$ cat src/rtl/oled_pkg.sv
// Shared types and constants for the OLED SPI transmitter and its phase timer.
package oled_pkg;

    localparam int unsigned OLED_WORD_W = 9;
    localparam int unsigned OLED_DC_BIT = 8;
    localparam int unsigned OLED_BYTE_W = 8;

    typedef enum logic [2:0] {
        IDLE,
        SETUP,
        SHIFT,
        HOLD,
        GAP
    } spi_state_t;

    typedef enum logic {
        PH_LOW,
        PH_HIGH
    } spi_phase_t;

    // FIFO word as stored: D/C flag above the payload byte.
    typedef struct packed {
        logic                   dc;
        logic [OLED_BYTE_W-1:0] data;
    } oled_word_t;

    // Chip-select is held low from SETUP through HOLD.
    function automatic logic cs_active(input spi_state_t s);
        return (s == SETUP) || (s == SHIFT) || (s == HOLD);
    endfunction

endpackage

$ cat src/rtl/spi_clk_div.sv
// Phase timer: tick marks the last cycle of every CLK_DIV-cycle phase while run is high.
module spi_clk_div #(
    parameter int unsigned CLK_DIV = 2
) (
    input  logic clk,
    input  logic rst_n,
    input  logic run,
    output logic tick
);

    localparam int unsigned CNT_W = $clog2(CLK_DIV + 1);
    localparam logic [CNT_W-1:0] CNT_LAST = CNT_W'(CLK_DIV - 1);

    logic [CNT_W-1:0] cnt_q;
    logic [CNT_W-1:0] cnt_d;

    always_comb begin
        cnt_d = cnt_q;
        if (!run) begin
            cnt_d = '0;
        end else if (cnt_q == CNT_LAST) begin
            cnt_d = '0;
        end else begin
            cnt_d = cnt_q + CNT_W'(1);
        end
    end

    always_ff @(posedge clk) begin
        if (!rst_n) begin
            cnt_q <= '0;
        end else begin
            cnt_q <= cnt_d;
        end
    end

    assign tick = run && (cnt_q == CNT_LAST);

endmodule

$ cat src/rtl/oled_spi_tx.sv
// Drains {dc, byte} words from a show-ahead FIFO onto a 4-wire SPI OLED bus (mode 3, MSB first).
// Define OLED_SPI_BURST_EN to chain queued bytes inside one chip-select window.
module oled_spi_tx
    import oled_pkg::*;
#(
    parameter int unsigned CLK_DIV = 2,
    parameter int unsigned WORD_W  = OLED_WORD_W
) (
    input  logic              clk,
    input  logic              rst_n,
    input  logic              enable,
    input  logic [WORD_W-1:0] fifo_data,
    input  logic              fifo_empty,
    output logic              fifo_read_en,
    output logic              sclk,
    output logic              mosi,
    output logic              cs_n,
    output logic              dc,
    output logic              busy,
    output logic              byte_done
);

    localparam int unsigned BIT_CNT_W = $clog2(OLED_BYTE_W);
    localparam logic [BIT_CNT_W-1:0] BIT_LAST = BIT_CNT_W'(OLED_BYTE_W - 1);

    spi_state_t             state_q, state_d;
    spi_phase_t             phase_q, phase_d;
    logic [BIT_CNT_W-1:0]   bit_cnt_q, bit_cnt_d;
    logic [OLED_BYTE_W-1:0] shift_q, shift_d;
    logic                   dc_q, dc_d;
    logic                   sclk_q, sclk_d;
    logic                   mosi_q, mosi_d;
    logic                   cs_n_q, cs_n_d;
    logic                   busy_q, busy_d;
    logic                   byte_done_q, byte_done_d;

    logic       tick;
    logic       run_c;
    logic       pop_ok_c;
    logic       pop_c;
    oled_word_t head_c;

    assign head_c   = oled_word_t'(fifo_data[OLED_DC_BIT:0]);
    assign run_c    = (state_q != IDLE);
    // Pop permission never looks at the data, only at flags and reset.
    assign pop_ok_c = rst_n && enable && !fifo_empty;

    spi_clk_div #(
        .CLK_DIV (CLK_DIV)
    ) u_clk_div (
        .clk   (clk),
        .rst_n (rst_n),
        .run   (run_c),
        .tick  (tick)
    );

    // State and output registers.
    always_ff @(posedge clk) begin
        if (!rst_n) begin
            state_q     <= IDLE;
            phase_q     <= PH_LOW;
            bit_cnt_q   <= '0;
            shift_q     <= '0;
            dc_q        <= 1'b0;
            sclk_q      <= 1'b1;
            mosi_q      <= 1'b0;
            cs_n_q      <= 1'b1;
            busy_q      <= 1'b0;
            byte_done_q <= 1'b0;
        end else begin
            state_q     <= state_d;
            phase_q     <= phase_d;
            bit_cnt_q   <= bit_cnt_d;
            shift_q     <= shift_d;
            dc_q        <= dc_d;
            sclk_q      <= sclk_d;
            mosi_q      <= mosi_d;
            cs_n_q      <= cs_n_d;
            busy_q      <= busy_d;
            byte_done_q <= byte_done_d;
        end
    end

    // Next-state: every phase lasts one divider period and advances on tick.
    always_comb begin
        state_d   = state_q;
        phase_d   = phase_q;
        bit_cnt_d = bit_cnt_q;
        shift_d   = shift_q;
        dc_d      = dc_q;
        pop_c     = 1'b0;
        case (state_q)
            IDLE: begin
                if (pop_ok_c) begin
                    pop_c   = 1'b1;
                    shift_d = head_c.data;
                    dc_d    = head_c.dc;
                    state_d = SETUP;
                end
            end
            SETUP: begin
                if (tick) begin
                    state_d   = SHIFT;
                    phase_d   = PH_LOW;
                    bit_cnt_d = '0;
                end
            end
            SHIFT: begin
                if (tick) begin
                    if (phase_q == PH_LOW) begin
                        phase_d = PH_HIGH;
                    end else if (bit_cnt_q == BIT_LAST) begin
                        bit_cnt_d = bit_cnt_q + BIT_CNT_W'(1);
`ifdef OLED_SPI_BURST_EN
                        if (pop_ok_c) begin
                            pop_c   = 1'b1;
                            shift_d = head_c.data;
                            dc_d    = head_c.dc;
                            phase_d = PH_LOW;
                        end else begin
                            state_d = HOLD;
                        end
`else
                        state_d = HOLD;
`endif
                    end else begin
                        bit_cnt_d = bit_cnt_q + BIT_CNT_W'(1);
                        shift_d   = {shift_q[OLED_BYTE_W-2:0], 1'b0};
                        phase_d   = PH_LOW;
                    end
                end
            end
            HOLD: begin
                if (tick) begin
                    state_d = GAP;
                end
            end
            GAP: begin
                if (tick) begin
                    state_d = IDLE;
                end
            end
            default: begin
                state_d = IDLE;
            end
        endcase
    end

    // Outputs registered from the upcoming state so pins line up with state boundaries.
    always_comb begin
        sclk_d      = 1'b1;
        cs_n_d      = 1'b1;
        busy_d      = 1'b0;
        mosi_d      = mosi_q;
        byte_done_d = 1'b0;
        if ((state_d == SHIFT) && (phase_d == PH_LOW)) begin
            sclk_d = 1'b0;
        end
        if (cs_active(state_d)) begin
            cs_n_d = 1'b0;
        end
        if (state_d != IDLE) begin
            busy_d = 1'b1;
        end
        if ((state_d == SETUP) || (state_d == SHIFT)) begin
            mosi_d = shift_d[OLED_BYTE_W-1];
        end
        if ((state_q == SHIFT) && (phase_q == PH_LOW) && tick && (bit_cnt_q == BIT_LAST)) begin
            byte_done_d = 1'b1;
        end
    end

    assign fifo_read_en = pop_c;
    assign sclk         = sclk_q;
    assign mosi         = mosi_q;
    assign cs_n         = cs_n_q;
    assign dc           = dc_q;
    assign busy         = busy_q;
    assign byte_done    = byte_done_q;

endmodule
$ cat config.mk
export PLATFORM = sky130hd
export DESIGN_NAME = oled_spi_tx
export DESIGN_NICKNAME = d
export VERILOG_FILES = /design/src/rtl/oled_pkg.sv /design/src/rtl/spi_clk_div.sv /design/src/rtl/oled_spi_tx.sv
export SDC_FILE = /design/constraint.sdc
export NUM_CORES = 1
export LEC_CHECK = 0
export ABC_AREA = 1
export CAP_MARGIN = 20
export CELL_PAD_IN_SITES_DETAIL_PLACEMENT = 1
export CELL_PAD_IN_SITES_GLOBAL_PLACEMENT = 1
export CORE_MARGIN = 2
export CORE_UTILIZATION = 33
export DETAILED_ROUTE_END_ITERATION = 6
export PLACE_DENSITY = 0.76
export SETUP_SLACK_MARGIN = 0.15
export SYNTH_ARGS = -nofsm -noshare
export SYNTH_HDL_FRONTEND = slang
export SYNTH_HIERARCHICAL = 1
export SYNTH_SLANG_ARGS = --single-unit
$ cat constraint.sdc
create_clock -name clk -period 1.64 [get_ports clk]
set_input_delay 0.164 -clock clk [delete_from_list [all_inputs] [get_ports clk]]
set_output_delay 0.164 -clock clk [all_outputs]
set_load 0.03 [all_outputs]
==> flow_metrics.env <==
export IMPL_status="complete, no violations"
export IMPL_root_buffer="clkbuf_4"
export IMPL_hold_ws_ps=392.5
export IMPL_finalNetCount=190
export IMPL_clk_pin_slew_ps=130
export IMPL_synthToLayoutAreaGrowth_pct=47.01
export IMPL_clkPwrFrac=0.264
export IMPL_synth_area_mm2=0.001067
export IMPL_setup_violations=0
export IMPL_synth_top_area_frac=0.4314
export IMPL_critical_path_max_fanout=2
export IMPL_yosysTopAreaCell="dfxtp_1"
export IMPL_ys_seq_elements=23
export IMPL_die_h_um=60.87
export IMPL_synth_mux_area_frac=0
export IMPL_yosys_area_share_simple=0.3107
export IMPL_hold_path_class="primary input to flip-flop"
export IMPL_yosys_warnings=6
export IMPL_place_congestion=0.8113
export IMPL_slew_viol_final=0
export IMPL_p_per_area_mw_per_mm2=640.5
export IMPL_globalRouteOverflowTotal=0
export IMPL_worstPathArrival_ps=1350
export IMPL_power_frac_comb=0.159
export IMPL_holdPathStages=3
export IMPL_timing_fmax_mhz=660.5
export IMPL_synth_xor_area_frac=0
export IMPL_initial_utilization=0.3496
export IMPL_die_w_um=60.87
export IMPL_wl_per_cell_um=14.47
export IMPL_cts_num_sinks=23
export IMPL_postSynthCellCount=136
export IMPL_finish_utilization=0.5139
export IMPL_grt_pass1_wl_um=4850
export IMPL_port_buffer_count=19
export IMPL_ctsLongestPathBuffers=2
export IMPL_yosysUniqueCellTypes=23
export IMPL_synth_fa_ha_area_frac=0.03517
export IMPL_routed_wl_um=3141
export IMPL_syn_num_nets=152
export IMPL_internal_power_mw=0.7393
export IMPL_layout_common_cells="22 x nand2_1, 17 x dfxtp_1, 15 x buf_4, 12 x clkdlybuf4s50_1, 11 x inv_1"
export IMPL_switchingPower_mw=0.2657
export IMPL_synth_top_family_by_area="simple AND/OR/NAND/NOR gates"
export IMPL_die_area_mm2=0.003705
export IMPL_vias_per_cell=4.843
export IMPL_period_needed_ps=1514
export IMPL_htreeDepth=1
export IMPL_worstRegToRegCells=12
export IMPL_finalSetupTns_ps=0
export IMPL_dp_hpwl_um=2137
export IMPL_fillCellCount=392
export IMPL_worst_pin_slew_ps=321.0
export IMPL_avgSynthCellArea_um2=7.848
export IMPL_core_area_mm2=0.003053
export IMPL_cts_tree="built"
export IMPL_min_period_over_period=0.9232
export IMPL_drcViolationCount=0
export IMPL_multi_input_area_um2=614.3
export IMPL_power_leakage_nw=0.6482
export IMPL_ys_seq_area_frac=0.4314
export IMPL_final_antenna_net_count=0
export IMPL_required_ps=1480
export IMPL_synth_compound_area_frac=0.1383
export IMPL_switching_share=0.2644
export IMPL_num_vias=1051
export IMPL_synth_area_leaders="dfxtp_1 43%, nand2_1 8.8%, nand3_1 5.6%"
export IMPL_first_global_vias=1060
export IMPL_maxCapViolations=0
export IMPL_hold_violations=0
export IMPL_ff_latch_area_um2=473.0
export IMPL_cp_start_kind="flip-flop"
export IMPL_insertion_delay_ps=320
export IMPL_drtIter0Drc=29
export IMPL_rsz0062_at_grt="true"
export IMPL_ios=20
export IMPL_grt_max_degree=14
export IMPL_p_seq_frac=0.577
export IMPL_layout_commonest_cell="nand2_1"
export IMPL_finClkSkew_ps=5.767
export IMPL_ir_worst_vdd_mv=0.3303
export IMPL_grt_usage=0.1768
export IMPL_cts_buffers=3
export IMPL_antenna_found_initial=0
export IMPL_critPathKind="flip-flop to primary output"
export IMPL_dr_pass1_iters=4
export IMPL_timing_critical_path_to_type="primary output"
export IMPL_relSlewSlack=0.7857
export IMPL_num_rows=20
export IMPL_drive_above_1_share=0.3642
export IMPL_n_antenna_cell=0
[repair_timing]
action                     in CTS  in global routing
pin swaps                       8                  6
hold buffers                    0                  0
gates resized for setup        23                 21
buffers inserted                7                  4
setup endpoints to repair      17                 17
[power groups by stage]
| stage | logic (mW) | registers (mW) | clock network, mW |
|---|---|---|---|
| floorplan | 0.0599 | 0.606 | 0 |
| global placement | 0.133 | 0.595 | 0 |
| detailed placement | 0.137 | 0.595 | 0 |
| CTS | 0.150 | 0.580 | 0.275 |
| global route | 0.174 | 0.582 | 0.297 |
| finish | 0.160 | 0.580 | 0.265 |
[cell type report]
| type | count | share of cell area |
|---|---|---|
| sequential | 23 | 0.3014 |
| multi-input combinational | 93 | 0.3915 |
| inverter | 16 | 0.04147 |
| timing repair buffer | 37 | 0.2129 |
| clock inverter | 1 | 0.003190 |
| clock buffer | 3 | 0.01435 |
| tap | 44 | 0.03509 |
[cell usage after synthesis, drive strengths merged]
master  count
inv        16
a21oi       9
nor4        1
a31oi       1
nor3        3
o21ai       4
ha          3
nand3b      1
o221ai      1
dfxtp      23
nor2       19
nand3      13
buf         4
o211ai      1
a22oi       8
nand2      29
[critical path: stages, from the launching register on]
cell and delay [ps]:
dfxtp_2 360, nor2_4 120, nand2_2 80, buf_6 130, nor2_4 120, buf_6 110, buf_6 120
[state kept, by name (all words and copies together), names as in the netlist]
signal and cells:
cs_n 1, u_clk_div/cnt_q 2, bit_cnt_q 3, sclk 1
mosi 1, shift_q 8, phase_q 1, busy 1
dc 1, byte_done 1, state_q 3
[stage by stage]
step	power (mW)	instance area (µm²)	setup slack, ps	instances
6_report	1.005	1569	126.0	217
5_1_grt	1.053	1569	18.40	217
4_1_cts	1.004	1455	137.6	213
3_5_place_dp	0.7324	1343	-22.37	202
3_3_place_gp	0.7274	1343	88.05	202
2_1_floorplan	0.6662	1081	156.6	136
[cell families after synthesis]
group / after synthesis
compound gates: 24
fa+ha+maj: 3
buf+inv: 20
flops: 23
simple gates: 66
[final timing paths]
kind	start	slack, ps	endpoint
worst max-delay path	state_q[2]$_SDFF_PN0_	130	fifo_read_en
worst min-delay path	fifo_data[0]	390	shift_q[0]$_SDFFE_PN0P_
worst max register to register	state_q[2]$_SDFF_PN0_	130	mosi$_SDFFE_PN0P_
worst min register to register	u_clk_div/cnt_q[0]$_SDFF_PP0_	450	u_clk_div/cnt_q[0]$_SDFF_PP0_
[routing by layer]
metal / global-route usage / vias to the layer above / wire length [µm]
met5: 0 / - / 0
li1: - / 522 / -
met1: 0.2138 / 511 / 1301
met4: 0.07453 / 0 / 33
met3: 0.03198 / 4 / 95
met2: 0.3072 / 14 / 1710
No activity file was read; power rests on OpenSTA's default activity.
